[config.mk]
export PLATFORM = sky130hd
export DESIGN_NAME = btn_conditioner
export DESIGN_NICKNAME = d
export VERILOG_FILES = /design/src/rtl/btn_pkg.sv /design/src/rtl/btn_channel.sv /design/src/rtl/btn_conditioner.sv
export SDC_FILE = /design/constraint.sdc
export NUM_CORES = 1
export LEC_CHECK = 0
export ABC_AREA = 1
export ABC_CLOCK_PERIOD_IN_PS = 1740
export BUFFER_PORTS_ARGS = -buffer_cell sky130_fd_sc_hd__buf_2
export CAP_MARGIN = 20
export CELL_PAD_IN_SITES_DETAIL_PLACEMENT = 0
export CELL_PAD_IN_SITES_GLOBAL_PLACEMENT = 1
export CORE_ASPECT_RATIO = 0.75
export CORE_UTILIZATION = 30
export CTS_CLUSTER_SIZE = 8
export DETAILED_ROUTE_END_ITERATION = 8
export GPL_ROUTABILITY_DRIVEN = 0
export PLACE_DENSITY_LB_ADDON = 0.08
export SYNTH_ARGS = -nofsm -noshare
export SYNTH_HDL_FRONTEND = slang
export SYNTH_SLANG_ARGS = --single-unit
[constraint.sdc]
create_clock -name clk_i -period 1.74 [get_ports clk_i]
set_clock_uncertainty 0.2 [all_clocks]
set_input_delay 0.174 -clock clk_i [delete_from_list [all_inputs] [get_ports clk_i]]
set_output_delay 0.174 -clock clk_i [all_outputs]
set_load 0.03 [all_outputs]
[src/rtl/btn_pkg.sv]
// ============================================================
// btn_pkg : shared widths and parameter limits for btn_conditioner
// Rev 1.0
// ============================================================
`timescale 1ns/1ps
`default_nettype none

package btn_pkg;

   localparam int MIN_N_CH     = 1;
   localparam int MIN_DEBOUNCE = 1;
   localparam int MIN_LONG     = 2;

   typedef struct packed {
      logic level;
      logic press;
      logic rel;
      logic long_press;
      logic rpt;
   } btn_evt_t;

   // Width able to hold 0..n, never narrower than one bit.
   function automatic int cnt_width(input int n);
      return (n < 1) ? 1 : $clog2(n + 1);
   endfunction

endpackage

`default_nettype wire

[src/rtl/btn_channel.sv]
// ============================================================
// btn_channel : one button - sync, debounce, edge, long-press, repeat
// Rev 1.0
// ============================================================
`timescale 1ns/1ps
`default_nettype none

module btn_channel
   import btn_pkg::*;
#(
   parameter int DEBOUNCE_CYCLES = 16,
   parameter int LONG_CYCLES     = 1000,
   parameter int REPEAT_CYCLES   = 200
) (
   input  logic     clk_i,
   input  logic     reset_n_i,
   input  logic     btn_i,
   output btn_evt_t evt_o
);

   localparam int DW = cnt_width(DEBOUNCE_CYCLES);
   localparam int HW = cnt_width(LONG_CYCLES);
   localparam logic [DW-1:0] DCNT_LAST = DW'(DEBOUNCE_CYCLES - 1);
   localparam logic [HW-1:0] HCNT_LAST = HW'(LONG_CYCLES - 1);

   logic          s1_q, sync_q;
   logic          stable_q, stable_d, stable_prev_q;
   logic [DW-1:0] dcnt_q, dcnt_d;
   logic          press_q, release_q;
   logic [HW-1:0] hcnt_q, hcnt_d;
   logic          long_done_q, long_done_d;
   logic          long_q, long_d;
   logic          rep_w;

   always_comb begin
      stable_d = stable_q;
      dcnt_d   = '0;
      if (sync_q != stable_q) begin
         if (dcnt_q == DCNT_LAST) begin
            stable_d = sync_q;
         end else begin
            dcnt_d = dcnt_q + 1'b1;
         end
      end
   end

   // Released button holds the whole hold path at zero.
   always_comb begin
      hcnt_d      = '0;
      long_done_d = 1'b0;
      long_d      = 1'b0;
      if (stable_q) begin
         hcnt_d      = hcnt_q;
         long_done_d = long_done_q;
         if (!long_done_q) begin
            if (hcnt_q == HCNT_LAST) begin
               long_d      = 1'b1;
               long_done_d = 1'b1;
            end else begin
               hcnt_d = hcnt_q + 1'b1;
            end
         end
      end
   end

   always_ff @(posedge clk_i or negedge reset_n_i) begin
      if (!reset_n_i) begin
         s1_q          <= 1'b0;
         sync_q        <= 1'b0;
         stable_q      <= 1'b0;
         stable_prev_q <= 1'b0;
         dcnt_q        <= '0;
         press_q       <= 1'b0;
         release_q     <= 1'b0;
         hcnt_q        <= '0;
         long_done_q   <= 1'b0;
         long_q        <= 1'b0;
      end else begin
         s1_q          <= btn_i;
         sync_q        <= s1_q;
         stable_q      <= stable_d;
         stable_prev_q <= stable_q;
         dcnt_q        <= dcnt_d;
         press_q       <= stable_q & ~stable_prev_q;
         release_q     <= ~stable_q & stable_prev_q;
         hcnt_q        <= hcnt_d;
         long_done_q   <= long_done_d;
         long_q        <= long_d;
      end
   end

   generate
      if (REPEAT_CYCLES > 0) begin : g_repeat
         localparam int RW = cnt_width(REPEAT_CYCLES);
         localparam logic [RW-1:0] RCNT_LAST = RW'(REPEAT_CYCLES - 1);

         logic [RW-1:0] rcnt_q, rcnt_d;
         logic          rep_q, rep_d;

         always_comb begin
            rcnt_d = '0;
            rep_d  = 1'b0;
            if (stable_q && long_done_q) begin
               if (rcnt_q == RCNT_LAST) begin
                  rep_d = 1'b1;
               end else begin
                  rcnt_d = rcnt_q + 1'b1;
               end
            end
         end

         always_ff @(posedge clk_i or negedge reset_n_i) begin
            if (!reset_n_i) begin
               rcnt_q <= '0;
               rep_q  <= 1'b0;
            end else begin
               rcnt_q <= rcnt_d;
               rep_q  <= rep_d;
            end
         end

         assign rep_w = rep_q;
      end else begin : g_no_repeat
         assign rep_w = 1'b0;
      end
   endgenerate

   assign evt_o.level      = stable_q;
   assign evt_o.press      = press_q;
   assign evt_o.rel        = release_q;
   assign evt_o.long_press = long_q;
   assign evt_o.rpt        = rep_w;

endmodule

`default_nettype wire

[src/rtl/btn_conditioner.sv]
// ============================================================
// btn_conditioner : N_CH independent button conditioning channels
// Rev 1.0
// ============================================================
`timescale 1ns/1ps
`default_nettype none

module btn_conditioner
   import btn_pkg::*;
#(
   parameter int N_CH            = 4,
   parameter int DEBOUNCE_CYCLES = 16,
   parameter int LONG_CYCLES     = 1000,
   parameter int REPEAT_CYCLES   = 200
) (
   input  logic            clk_i,
   input  logic            reset_n_i,
   input  logic [N_CH-1:0] btn_i,
   output logic [N_CH-1:0] level_o,
   output logic [N_CH-1:0] press_o,
   output logic [N_CH-1:0] release_o,
   output logic [N_CH-1:0] long_press_o,
   output logic [N_CH-1:0] repeat_o
);

   generate
      if (N_CH < MIN_N_CH) begin : g_bad_n_ch
         $error("btn_conditioner: N_CH must be >= 1");
      end
      if (DEBOUNCE_CYCLES < MIN_DEBOUNCE) begin : g_bad_debounce
         $error("btn_conditioner: DEBOUNCE_CYCLES must be >= 1");
      end
      if (LONG_CYCLES < MIN_LONG) begin : g_bad_long
         $error("btn_conditioner: LONG_CYCLES must be >= 2");
      end

      for (genvar i = 0; i < N_CH; i++) begin : g_ch
         btn_evt_t evt;

         btn_channel #(
            .DEBOUNCE_CYCLES (DEBOUNCE_CYCLES),
            .LONG_CYCLES     (LONG_CYCLES),
            .REPEAT_CYCLES   (REPEAT_CYCLES)
         ) u_channel (
            .clk_i     (clk_i),
            .reset_n_i (reset_n_i),
            .btn_i     (btn_i[i]),
            .evt_o     (evt)
         );

         assign level_o[i]      = evt.level;
         assign press_o[i]      = evt.press;
         assign release_o[i]    = evt.rel;
         assign long_press_o[i] = evt.long_press;
         assign repeat_o[i]     = evt.rpt;
      end
   endgenerate

endmodule

`default_nettype wire

# Word-level counts from Yosys, hierarchy flattened

Index checks and enable logic that the tools add are counted.
Widths: inputs -> output; s select.

Output and inout bits: 20
Register bits after elaboration: 128
Bits of input ports: 6
Word-level logic and storage cells: 168

Add/sub/neg operators: 12
Equality and inequality tests: 24
Bitwise gates (word level): 16
Multiplexer cells: 56
Reductions and logical operators: 12

Operators with widths:

| kind                  | count |
|---|---|
| $mux 10               | 12 |
| $mux 8                | 8 |
| $add 10x1->10 const B | 4 |
| $eq 10x10->1 const B  | 4 |
| $mux 5                | 8 |
| $add 8x1->8 const B   | 4 |
| $eq 8x8->1 const B    | 4 |
| $mux 1                | 28 |
| $add 5x1->5 const B   | 4 |
| $eq 5x4->1 const B    | 4 |
| $ne 2x2->1 const B    | 8 |
| $reduce_and 2->1      | 8 |
| $and 1x1->1           | 8 |
| $not 1->1             | 8 |
| $logic_and 1x1->1     | 4 |
| $ne 1x1->1            | 4 |

# Depth between registers and ports, before layout

Gate-level depths: netlist of run 1.

Depth in word-level cells: 4
Mapped depth: 8
Gate-level depth less buffers: 8

# Hierarchy

From an unflattened synthesis of run 1, not the netlist that was laid out.

Cells, all modules: 708
Area, all modules: 6135.9 um^2

By module, submodules not included:

| module      | area an instance (um^2) | sequential area each (um^2) | times used | cells each |
|---|---|---|---|---|
| btn_channel | 1534.0                  | 800.8                       | 4          | 177 |

# Worst setup path before layout of run 1

Ideal clock, no wire load.

Path kind: flip-flop to flip-flop
Start point: register g_ch[2].u_channel.hcnt_q[0]
End point: register g_ch[2].u_channel.hcnt_q[4]
Path buffers: 1
Period minus slack after synthesis: 1.480 ns
Setup slack: 0.260 ns
Data required time: 1.422 ns
Library setup time: 0.118 ns
Arrival: 1.163 ns
Cell stages (with the launch flop): 9
Cells stage by stage: dfrtp_1 -> ha_1 -> nand2_1 -> nor2_4 -> nand3_4 -> nand2_4 -> buf_8 -> nand2_1 -> o21ai_2

Cells in the longest elaborated chain, start to end: 4
Elaborated cells on any way between the ends: 7
Classes of those cells: add/sub (1); eq/ne (2); mux (3); reduce/logical (1)

RTL lines:

| element                  | line              | RTL |
|---|---|---|
| start: declaration       | btn_channel.sv:30 | `logic [HW-1:0] hcnt_q, hcnt_d;` |
| start signal: assignment | btn_channel.sv:86 | `hcnt_q <= hcnt_d;` |
| $add 10x1->10            | btn_channel.sv:60 | `hcnt_d = hcnt_q + 1'b1;` |
| $mux 10                  | btn_channel.sv:56 | `if (hcnt_q == HCNT_LAST) begin` |
| $mux 10                  | btn_channel.sv:55 | `if (!long_done_q) begin` |
| $mux 10                  | btn_channel.sv:52 | `if (stable_q) begin` |

Parallel ways exist; a longest one is shown, timed or not. The select of a mux whose other input is x is not followed.
A chain may end at the register's enable or synchronous reset.

# Worst setup path after layout of run 1

Start point: register g_ch[1].u_channel.hcnt_q[0]
End point: register g_ch[1].u_channel.hcnt_q[8]

Cells in the longest elaborated chain, start to end: 4
Elaborated cells on any way between the ends: 7
Classes of those cells: add/sub (1); eq/ne (2); mux (3); reduce/logical (1)

RTL lines:

| element                  | line |
|---|---|
| start: declaration       | btn_channel.sv:30 |
| start signal: assignment | btn_channel.sv:86 |
| $add 10x1->10            | btn_channel.sv:60 |
| $mux 10                  | btn_channel.sv:56 |
| $mux 10                  | btn_channel.sv:55 |
| $mux 10                  | btn_channel.sv:52 |

Parallel ways exist; a longest one is shown, timed or not. The select of a mux whose other input is x is not followed.

==> metrics.txt, run 1 <==
peak supply drop around 0.54 mV; crit path kind register to register; area grow syn2layout 16.6%; Int Pwr approximately 5.3 mW; M1 WL roughly 6600 µm; CTS Buf Count 17; fraction of layout cells with a size suffix above 1 between 10% and 20%; number of port buffers 25; sequential share of power a little under half; global route overflow 0; part of the Yosys area used for sequential elements 52.5%; Max Slew Vio Count 0; Most common cell on crit path nand3_1; clock period minus worst slack 1.65 ns; status complete, no violations; WHS approximately 0.013 ns; Slew HR ~77%; post-synth top area share ~52%; Clock Path Buffers 2; global-route wire length before repair 21100 µm; Top FF cell, synth dfrtp_1; crit path from g_ch[1].u_channel.hcnt_q[0]; via count 4450; fmax between 600 and 700 MHz; Crit path max-delay family simple AND/OR/NAND/NOR gates; CTS tree done; core box area between 15000 and 20000 µm²; Crit path largest cell delay ~0.4 ns; power density over the cells 941 nW/µm²; # setup viols final 0; Tot Pwr between 6 and 7 mW; WL met3 between 300 and 400 µm; NetSw 1.36 mW; clock share of power 52.7%; Yosys top cell by area dfrtp_1; r2r startpoint g_ch[1].u_channel.hcnt_q[0]; sw frac around 20%; Global Route Usage Sum about an eighth; Synth Instances about 700; top cells by area, synth dfrtp_1, nand2_1, nor2_1; crit path buf inv count 0; post-route cell area approximately 7100 µm²; DR WL met2 between 4000 and 5000 µm; Hold Crit Class input pin to asynchronous set/reset pin; worst-path fanout max 5; Setup crit start kind register; worst slew pin tran approximately 0.35 ns; post-CTS setup buffer count 0; Rows 44; die area ~21000 µm²; worst path arrival time 1.77 ns; most common cell in the synthesized netlist nand2_1; ys async rst share 100%; critical path required time 1.86 ns; Layout Nets approximately 760; drt first pass iters 4; Final Cycle Share 94.9%; Max Cap Violations 0; Clock Latency Late Sink a little over 0.4 ns; # diodes 0; starting DRC count in detailed routing about 190; number of synthesized flops with an enable pin 0; total routed wirelength approximately 12000 µm; Synth Register Bits ~130; post-synth cell types 29; Critical Path End Type register; Initial Util 31.0%; drt wl/cell 12.0 µm; dpl hpwl 8460 µm; Clock Root Buffer clkbuf_16; H-tree depth 4; vias in the first global route 4358; commonest cells in the synthesized netlist nand2_1, dfrtp_1, nor2_1, inv_1, nand3_1; DR vias/cell around 4.4; IO Count 26; placed instance area roughly 6500 µm²; syn nets a little over 700; RSZ-0062 raised after global routing true; Logic pwr share under 10%; Mean Syn Cell Area a little under 9 µm²; top layer used by detailed routing met4; Leak 3.44 nW; Fin. Hold Viols 0; Ys Warns 0; antenna viol nets, final 0; Worst-path clk slew 0.05 ns; largest net degree at the start of global routing ~50; initial antenna violation count 0; drt drc 0; CTS sink count ~130; Die X 167 µm; Slowest-stage cell, CP dfrtp_1; die height about 130 µm; Netlist Area Pre-Place ~6100 µm²; CP cell instances ha_1 -> nand3_1 -> nor2_1 -> nand2_2 -> nand3_1 -> o21ai_0
-- logic make-up after synthesis --
kind of cell / count (synthesis) / share of synthesized area [%]
DFF: 128 / 52.5
xor gates and xnor gates: 32 / 4.59
adders and majority gates: 16 / 3.28
and+or+nand+nor: 379 / 26.7
AOI/OAI and AO/OA: 49 / 4.70
buffers and inverters: 99 / 8.24
-- layout by cell type, fill, tap and decap left out, drive strengths merged --
cell type	n
clkinvlp	1
a21oi	10
nor3	21
a31oi	4
o21ai	31
xnor2	11
ha	16
bufinv	2
o21bai	4
buf	43
clkinv	2
nand3b	3
nand3	55
nor2	102
dfrtp	128
xor2	21
nand2	182
and3	6
dlygate4sd3	5
nand4	10
inv	68
clkbuf	25
-- per-layer routing --
metal | vias up | track usage [%]
met5 | - | 0
met4 | 0 | 4.90
met3 | 12 | 3.48
met2 | 56 | 18.1
met1 | 2090 | 17.9
li1 | 2292 | -
-- power by group through the flow --
stage	registers [mW]	clock network, mW	logic, mW
2_1_floorplan	3.08	0	0.0440
3_3_place_gp	3.08	0	0.136
3_5_place_dp	3.09	0	0.137
4_1_cts	3.03	3.66	0.146
5_1_grt	3.04	3.79	0.164
6_report	3.03	3.53	0.138
-- final cells by class --
type | count | area (µm²)
clock buffer | 25 | 505
sequential | 128 | 3200
timing repair buffer | 48 | 354
multi-input combinational | 476 | 2410
fill | 1977 | 12500
tap | 253 | 317
inverter | 68 | 255
clock inverter | 5 | 77.6
-- worst register-to-register path, delay by kind of cell, from the launching register on --
family / cells / cell delay, ns
AOI/OAI and AO/OA: 1 / 0.23
adders and majority gates: 1 / 0.24
DFF: 1 / 0.40
and+or+nand+nor: 4 / 0.49
-- flip-flops by register name, summed over array words and instances, names as in the netlist --
register,cells
g_ch.u_channel.long_q,4
g_ch.u_channel.long_done_q,4
g_ch.u_channel.g_repeat.rep_q,4
g_ch.u_channel.sync_q,4
g_ch.u_channel.stable_prev_q,4
g_ch.u_channel.hcnt_q,40
g_ch.u_channel.release_q,4
g_ch.u_channel.dcnt_q,20
g_ch.u_channel.s1_q,4
g_ch.u_channel.g_repeat.rcnt_q,32
g_ch.u_channel.stable_q,4
g_ch.u_channel.press_q,4
-- per-stage QoR --
step,worst slack (ns),utilization (%),setup TNS (ns),std cells
finish,0.0892,36.2,0,1003
global route,-0.0134,36.2,-0.0198,1003
CTS,0.0717,36.2,0,1003
detailed placement,0.0803,32.9,0,968
global placement,0.102,32.9,0,968
floorplan,0.260,-,0,703
-- worst paths after layout --
path                                                   endpoint  slack, ns  cells after the start
max                                 g_ch[1].u_channel.hcnt_q[8]       0.09                      6
min                                 g_ch[2].u_channel.hcnt_q[7]       0.01                      2
max reg2reg                         g_ch[1].u_channel.hcnt_q[8]       0.09                      6
min reg2reg                            g_ch[2].u_channel.sync_q       0.15                      0
max in group asynchronous  g_ch[0].u_channel.g_repeat.rcnt_q[6]       0.74                      3
min in group clk_i                     g_ch[2].u_channel.sync_q       0.15                      0
-- what timing repair did --
item	CTS	global route
hold buffers	5	0
endpoints found under the setup margin	0	11
endpoints found under the hold margin	132	0
gates resized for setup	0	4
(Power assumes the default switching activity.)
==> inputs of run 2 (changes only) <==
--- a/config.mk
+++ b/config.mk
@@ -6,14 +6,14 @@
 export NUM_CORES = 1
 export LEC_CHECK = 0
 export ABC_AREA = 1
-export ABC_CLOCK_PERIOD_IN_PS = 1740
+export ABC_CLOCK_PERIOD_IN_PS = 1850
 export BUFFER_PORTS_ARGS = -buffer_cell sky130_fd_sc_hd__buf_2
 export CAP_MARGIN = 20
 export CELL_PAD_IN_SITES_DETAIL_PLACEMENT = 0
 export CELL_PAD_IN_SITES_GLOBAL_PLACEMENT = 1
 export CORE_ASPECT_RATIO = 0.75
 export CORE_UTILIZATION = 30
-export CTS_CLUSTER_SIZE = 8
+export CTS_CLUSTER_SIZE = 10
 export DETAILED_ROUTE_END_ITERATION = 8
 export GPL_ROUTABILITY_DRIVEN = 0
 export PLACE_DENSITY_LB_ADDON = 0.08
==> constraint.sdc (replaced) <==
create_clock -name clk_i -period 1.85 [get_ports clk_i]
set_clock_uncertainty 0.2 [all_clocks]
set_input_delay 0.185 -clock clk_i [delete_from_list [all_inputs] [get_ports clk_i]]
set_output_delay 0.185 -clock clk_i [all_outputs]
set_load 0.03 [all_outputs]
==> run 2 against run 1 <==
Compared with the run above: flip-flop and latch count unchanged; global-route usage increased by 0.24 points; utilization decreased by 0.34 points; non-clock buffer count is 2 lower; critical path depth rose by 2; sequential share of layout area up 0.42 points; worst hold slack improved by 0.045 ns; total power shrank 8.2%; sequential power decreased by 6%; via count decreased by 0.43%; die area is the same.
==> metrics.txt, run 2 (synthesis results as in run 1) <==
Clock Root Buffer clkbuf_16; via count 4431 (-0.43%); die height 126 µm (unchanged); Clock Latency Late Sink 0.41 ns (about the same); antenna viol nets, final 0 (unchanged); DR vias/cell 4.42 (-0.33%); # diodes 0 (unchanged); power density over the cells 872 nW/µm² (-7.3%); setup slack after layout 0.137 ns (+0.0479 ns); H-tree depth 4 (unchanged); Final Cycle Share 92.6% (-2.3 points); most common cell after layout, fill and taps aside nand2_1; vias in the first global route 4378 (+0.46%); global route overflow 0 (unchanged); max FFs per register 40 (unchanged); Initial Util 31.0% (unchanged); Leak 3.41 nW (-0.83%); CTS tree done; peak supply drop 0.560 mV (+3.0%); core box area 19700 µm² (unchanged); setup slack at placement 0.143 ns (+0.0626 ns); Worst-path clk slew 0.05 ns (about the same); commonest non-fill, non-tap cells in the layout nand2_1, dfrtp_1, nor2_1; initial antenna violation count 0 (unchanged); post-CTS setup buffer count 0 (unchanged); top flop regs g_ch.u_channel.hcnt_q (40), g_ch.u_channel.g_repeat.rcnt_q (32), g_ch.u_channel.dcnt_q (20); Fin. Hold Viols 0 (unchanged); area grow syn2layout 15.6%; Critical Path End Type register; CTS Buf Count 17 (unchanged); fin util 35.9% (-0.34 points); fmax 584 MHz (-3.6%); number of port buffers 25 (unchanged); # setup viols final 0 (unchanged); Setup crit start kind register; largest net degree at the start of global routing 42 (-18%); drt wl/cell 12.1 µm (+0.88%); drt first pass iters 4 (unchanged); Max Cap Violations 0 (unchanged); Global Route Usage Sum 12.9% (+0.24 points); clock period minus worst slack 1.71 ns (+0.0621 ns); drt drc 0 (unchanged); Layout Nets 759 (-0.26%); die area 20900 µm² (unchanged); worst slew pin tran 0.387 ns (+0.0400 ns); IO Count 26 (unchanged); status complete, no violations; Rows 44 (unchanged); dpl hpwl 8650 µm (+2.3%); Max Slew Vio Count 0 (unchanged); total routed wirelength 12100 µm (+0.78%); fraction of layout cells with a size suffix above 1 12.4% (-0.25 points); worst-path fanout max 10 (+5); Clock Path Buffers 2 (unchanged); crit path kind register to register; global-route wire length before repair 21400 µm (+1.5%); Slew HR 74.2% (-2.5 points); Top reg by flops g_ch.u_channel.hcnt_q; critical path required time 1.97 ns (+0.11 ns); Die X 167 µm (unchanged); Hold Crit Class input pin to asynchronous set/reset pin; post-route setup TNS 0 ns (unchanged); CTS sink count 128 (unchanged); starting DRC count in detailed routing 224 (+19%); RSZ-0062 raised after global routing false; worst path arrival time 1.84 ns (+0.07 ns)
==> run 2: cell types whose count changed in the layout (fill, tap and decap cells not counted) <==
cell	delta
nand2_2	+1
bufinv_16	-1
o21ai_0	+1
clkinv_2	+1
nand2_4	-1
o21ai_1	-1
clkbuf_1	+1
buf_12	-2
==> run 2: final timing paths <==
kind,startpoint,endpoint,slack [ns],cells past startpoint
worst min register to register,g_ch[0].u_channel.s1_q,g_ch[0].u_channel.sync_q,0.15,0
worst min-delay path,reset_n_i,g_ch[1].u_channel.dcnt_q[3],0.06,2
min in group clk_i,g_ch[0].u_channel.s1_q,g_ch[0].u_channel.sync_q,0.15,0
worst max register to register,g_ch[3].u_channel.hcnt_q[0],g_ch[3].u_channel.hcnt_q[0],0.14,8
worst max-delay path,g_ch[3].u_channel.hcnt_q[0],g_ch[3].u_channel.hcnt_q[0],0.14,8
max in group asynchronous,reset_n_i,g_ch[3].u_channel.hcnt_q[2],0.80,3
==> run 2: where the power goes <==
part	internal, mW	switching, mW	total [mW]	leakage, nW
clock	2.01	1.16	3.17	0.276
sequential	2.83	0.0193	2.85	1.76
combinational	0.0426	0.0869	0.130	1.37
==> run 2: worst max-delay path: stages, from the launching register on <==
cell and delay [ns]:
dfrtp_1 0.39, ha_1 0.19, nand2_1 0.10, nor2_2 0.15
nand3_2 0.11, nand2_2 0.21, buf_4 0.18, nand2_1 0.04
o21ai_0 0.07
==> run 2: final cells by class <==
cell class	count	area, µm²
flip-flops and latches	128	3200
fillers	2009	12600
clock buffers	26	509
well taps	253	317
clock inverters	5	52.6
multi-input cells	476	2400
repair buffers	46	314
inverters	68	255
==> run 2: metrics by stage <==
step                std cells  hold slack (ns)  cell area, µm²  power (mW)
floorplan                 703           -0.311            6100        2.94
global placement          966          -0.0753            6430        3.03
detailed placement        966          -0.0685            6430        3.03
CTS                      1002           0.0636            7050        6.30
global route             1002           0.0949            7050        6.44
finish                   1002           0.0582            7050        6.15
==> run 2: metal layers <==
| metal | GRT usage, % | vias to the layer above | share of wire [%] |
|---|---|---|---|
| met5 | 0 | - | 0 |
| met4 | 3.65 | 0 | 0.66 |
| met3 | 4.02 | 6 | 3.3 |
| met2 | 17.9 | 66 | 40 |
| met1 | 18.9 | 2074 | 56 |
| li1 | - | 2285 | - |
==> run 2: what timing repair did <==
action | 4_1_cts | 5_1_grt
hold buffers | 5 | 0
gates resized for setup | 0 | 2
hold endpoints to repair | 132 | 0
setup endpoints to repair | 0 | 6
==> inputs of run 3 (changes only) <==
--- a/config.mk
+++ b/config.mk
@@ -12,7 +12,7 @@
 export CELL_PAD_IN_SITES_DETAIL_PLACEMENT = 0
 export CELL_PAD_IN_SITES_GLOBAL_PLACEMENT = 1
 export CORE_ASPECT_RATIO = 0.75
-export CORE_UTILIZATION = 30
+export CORE_UTILIZATION = 47
 export CTS_CLUSTER_SIZE = 10
 export DETAILED_ROUTE_END_ITERATION = 8
 export GPL_ROUTABILITY_DRIVEN = 0
==> run 3 against run 2 <==
Compared with the run above: total power up 7.3%; utilization rose by 20 points; final cell count decreased by 9.0%; register-to-register slack better by 0.07 ns; sequential share of layout area up 0.28 points; non-clock buffer count down 4; worst hold slack got worse by 0.0068 ns; routed wire length shrank 10%; flip-flop and latch count unchanged; via count decreased by 2.2%.
==> metrics.txt, run 3 (synthesis results as in run 1) <==
IO Count 26 (unchanged); antenna viol nets, final 0 (unchanged); crit path from g_ch[2].u_channel.stable_q; drt wl/cell 12.0 µm (-1.1%); core box area 12500 µm² (-36%); initial antenna violation count 0 (unchanged); GRT Max-Usage Layer met2; post-CTS setup buffer count 0 (unchanged); # diodes 0 (unchanged); Max Slew Vio Count 0 (unchanged); largest net degree at the start of global routing 44 (+4.8%); crit path buf inv count 2 (+1); crit path kind register to primary output; via count 4335 (-2.2%); most common cell after layout, fill and taps aside nand2_1; global-route wire length before repair 19400 µm (-9.6%); Hold Crit Class input pin to asynchronous set/reset pin; worst slew pin tran 0.417 ns (+0.0297 ns); number of port buffers 25 (unchanged); r2r endpoint g_ch[3].u_channel.hcnt_q[3]; peak supply drop 0.598 mV (+6.8%); RSZ-0062 raised after global routing false; Die X 134 µm (-20%); Worst-path clk slew 0.06 ns (about the same); H-tree depth 4 (unchanged); worst path arrival time 1.29 ns (-0.55 ns); commonest non-fill, non-tap cells in the layout nand2_1, dfrtp_1, nor2_1; drt first pass iters 4 (unchanged); total routed wirelength 10900 µm (-10%); Initial Util 48.9% (+18 points); fraction of layout cells with a size suffix above 1 12.5% (+0.050 points); global route overflow 0 (unchanged); vias in the first global route 4210 (-3.8%); Global Route Usage Sum 18.2% (+5.4 points); M3 GR Usage 5.13% (+1.1 points); top flop regs g_ch.u_channel.hcnt_q (40), g_ch.u_channel.g_repeat.rcnt_q (32), g_ch.u_channel.dcnt_q (20); Slowest-stage cell, CP dfrtp_1; Rows 35 (-20%); status complete, no violations; clock period minus worst slack 1.68 ns (-0.0369 ns); Slew HR 72.2% (-2.0 points); die area 13400 µm² (-36%); r2r startpoint g_ch[3].u_channel.hcnt_q[0]; fmax 597 MHz (+2.2%); Clock Path Buffers 2 (unchanged); Crit path largest cell delay 0.50 ns (+0.11 ns); WHS 0.0514 ns (-0.00682 ns); # setup viols final 0 (unchanged); Fin. Hold Viols 0 (unchanged); Crit path max-delay family flip-flops; CTS sink count 128 (unchanged); Reg2Reg Depth 8 (unchanged); CTS tree done; Max Cap Violations 0 (unchanged); Setup crit start kind register; Critical Path End Type primary output; Clock Latency Late Sink 0.41 ns (about the same); CTS Buf Count 17 (unchanged); Layout Nets 755 (-0.53%); max FFs per register 40 (unchanged); Final Cycle Share 90.6% (-2.0 points); starting DRC count in detailed routing 200 (-11%); post-route setup TNS 0 ns (unchanged); drt drc 0 (unchanged); dpl hpwl 7570 µm (-13%); Clock Root Buffer clkbuf_16; CP cell instances buf_4 -> buf_2; worst-path fanout max 7 (-3); met2 usage 27.7% (+9.7 points); power density over the cells 942 nW/µm² (+8.0%); Worst R2R Setup Slack 0.21 ns (+0.07 ns); critical path required time 1.46 ns (-0.51 ns); M1 GR Usage 25.4% (+6.5 points); die height 101 µm (-20%); area grow syn2layout 14.8%; Leak 3.43 nW (+0.52%); fill cell count 1110 (-45%); Top reg by flops g_ch.u_channel.hcnt_q; DR vias/cell 4.75 (+7.5%)
## run 3: cell types whose count changed in the layout (fill, tap and decap cells not counted), sizes merged
cell | previous run | this run
buf | 41 | 37
bufinv | 1 | 5
clkbuf | 26 | 18
clkinv | 3 | 5
clkinvlp | 1 | 3
inv | 68 | 69
## run 3: cell type report
class / instances / area, µm² / share of cell area (%)
Sequential cell: 128 / 3200 / 45.7
Multi-Input combinational cell: 476 / 2410 / 34.3
Clock buffer: 18 / 429 / 6.12
Timing Repair Buffer: 42 / 293 / 4.18
Inverter: 68 / 255 / 3.64
Clock inverter: 14 / 214 / 3.05
Tap cell: 166 / 208 / 2.96
## run 3: power breakdown
part | internal [mW] | leakage (nW) | switching [mW] | total, mW
logic | 0.0425 | 1.36 | 0.0844 | 0.127
registers | 2.83 | 1.76 | 0.0197 | 2.85
clock network | 2.39 | 0.306 | 1.23 | 3.62
total | 5.26 | 3.43 | 1.34 | 6.60
## run 3: per-stage QoR
stage	setup WS [ns]	util, %	std cells	area, µm²	power (mW)
after floorplan	0.370	-	703	6100	2.94
after global placement	0.177	50.5	875	6300	3.02
after detailed placement	0.138	50.5	875	6300	3.03
after CTS	0.128	56.1	912	7000	6.69
after global routing	0.0529	56.2	912	7010	6.83
final	0.174	56.2	912	7010	6.60
## run 3: worst reg2reg max path, stage by stage (launching register included)
cell and delay [ns]:
dfrtp_1 0.38, ha_1 0.19, nand2_1 0.10, nor2_2 0.16, nand3_2 0.11, nand2_2 0.07, buf_4 0.20, nand2_1 0.08
o21ai_0 0.08
## run 3: per-layer routing
| metal | part of all wire (%) | wire [µm] | up-vias |
|---|---|---|---|
| met5 | 0 | 0 | - |
| met4 | 1.0 | 109 | 0 |
| met3 | 3.4 | 366 | 11 |
| met2 | 43 | 4730 | 56 |
| met1 | 52 | 5700 | 1996 |
| li1 | - | - | 2272 |
## run 3: what timing repair did
item	in CTS	in global routing
resized for setup	0	3
setup endpoints to repair	0	7
hold endpoints to repair	132	0
hold buffers	5	0
## run 3: how the worst max path moves through the flow
| stage | to | slack, ns | depth (start not counted) |
|---|---|---|---|
| global placement | g_ch[0].u_channel.hcnt_q[9] | 0.18 | 8 |
| finish | level_o[2] | 0.17 | 2 |
| detailed placement | g_ch[2].u_channel.hcnt_q[5] | 0.14 | 8 |
| global route | g_ch[1].u_channel.hcnt_q[9] | 0.05 | 8 |
| floorplan | g_ch[2].u_channel.hcnt_q[4] | 0.37 | 8 |
| CTS | g_ch[0].u_channel.hcnt_q[1] | 0.13 | 8 |
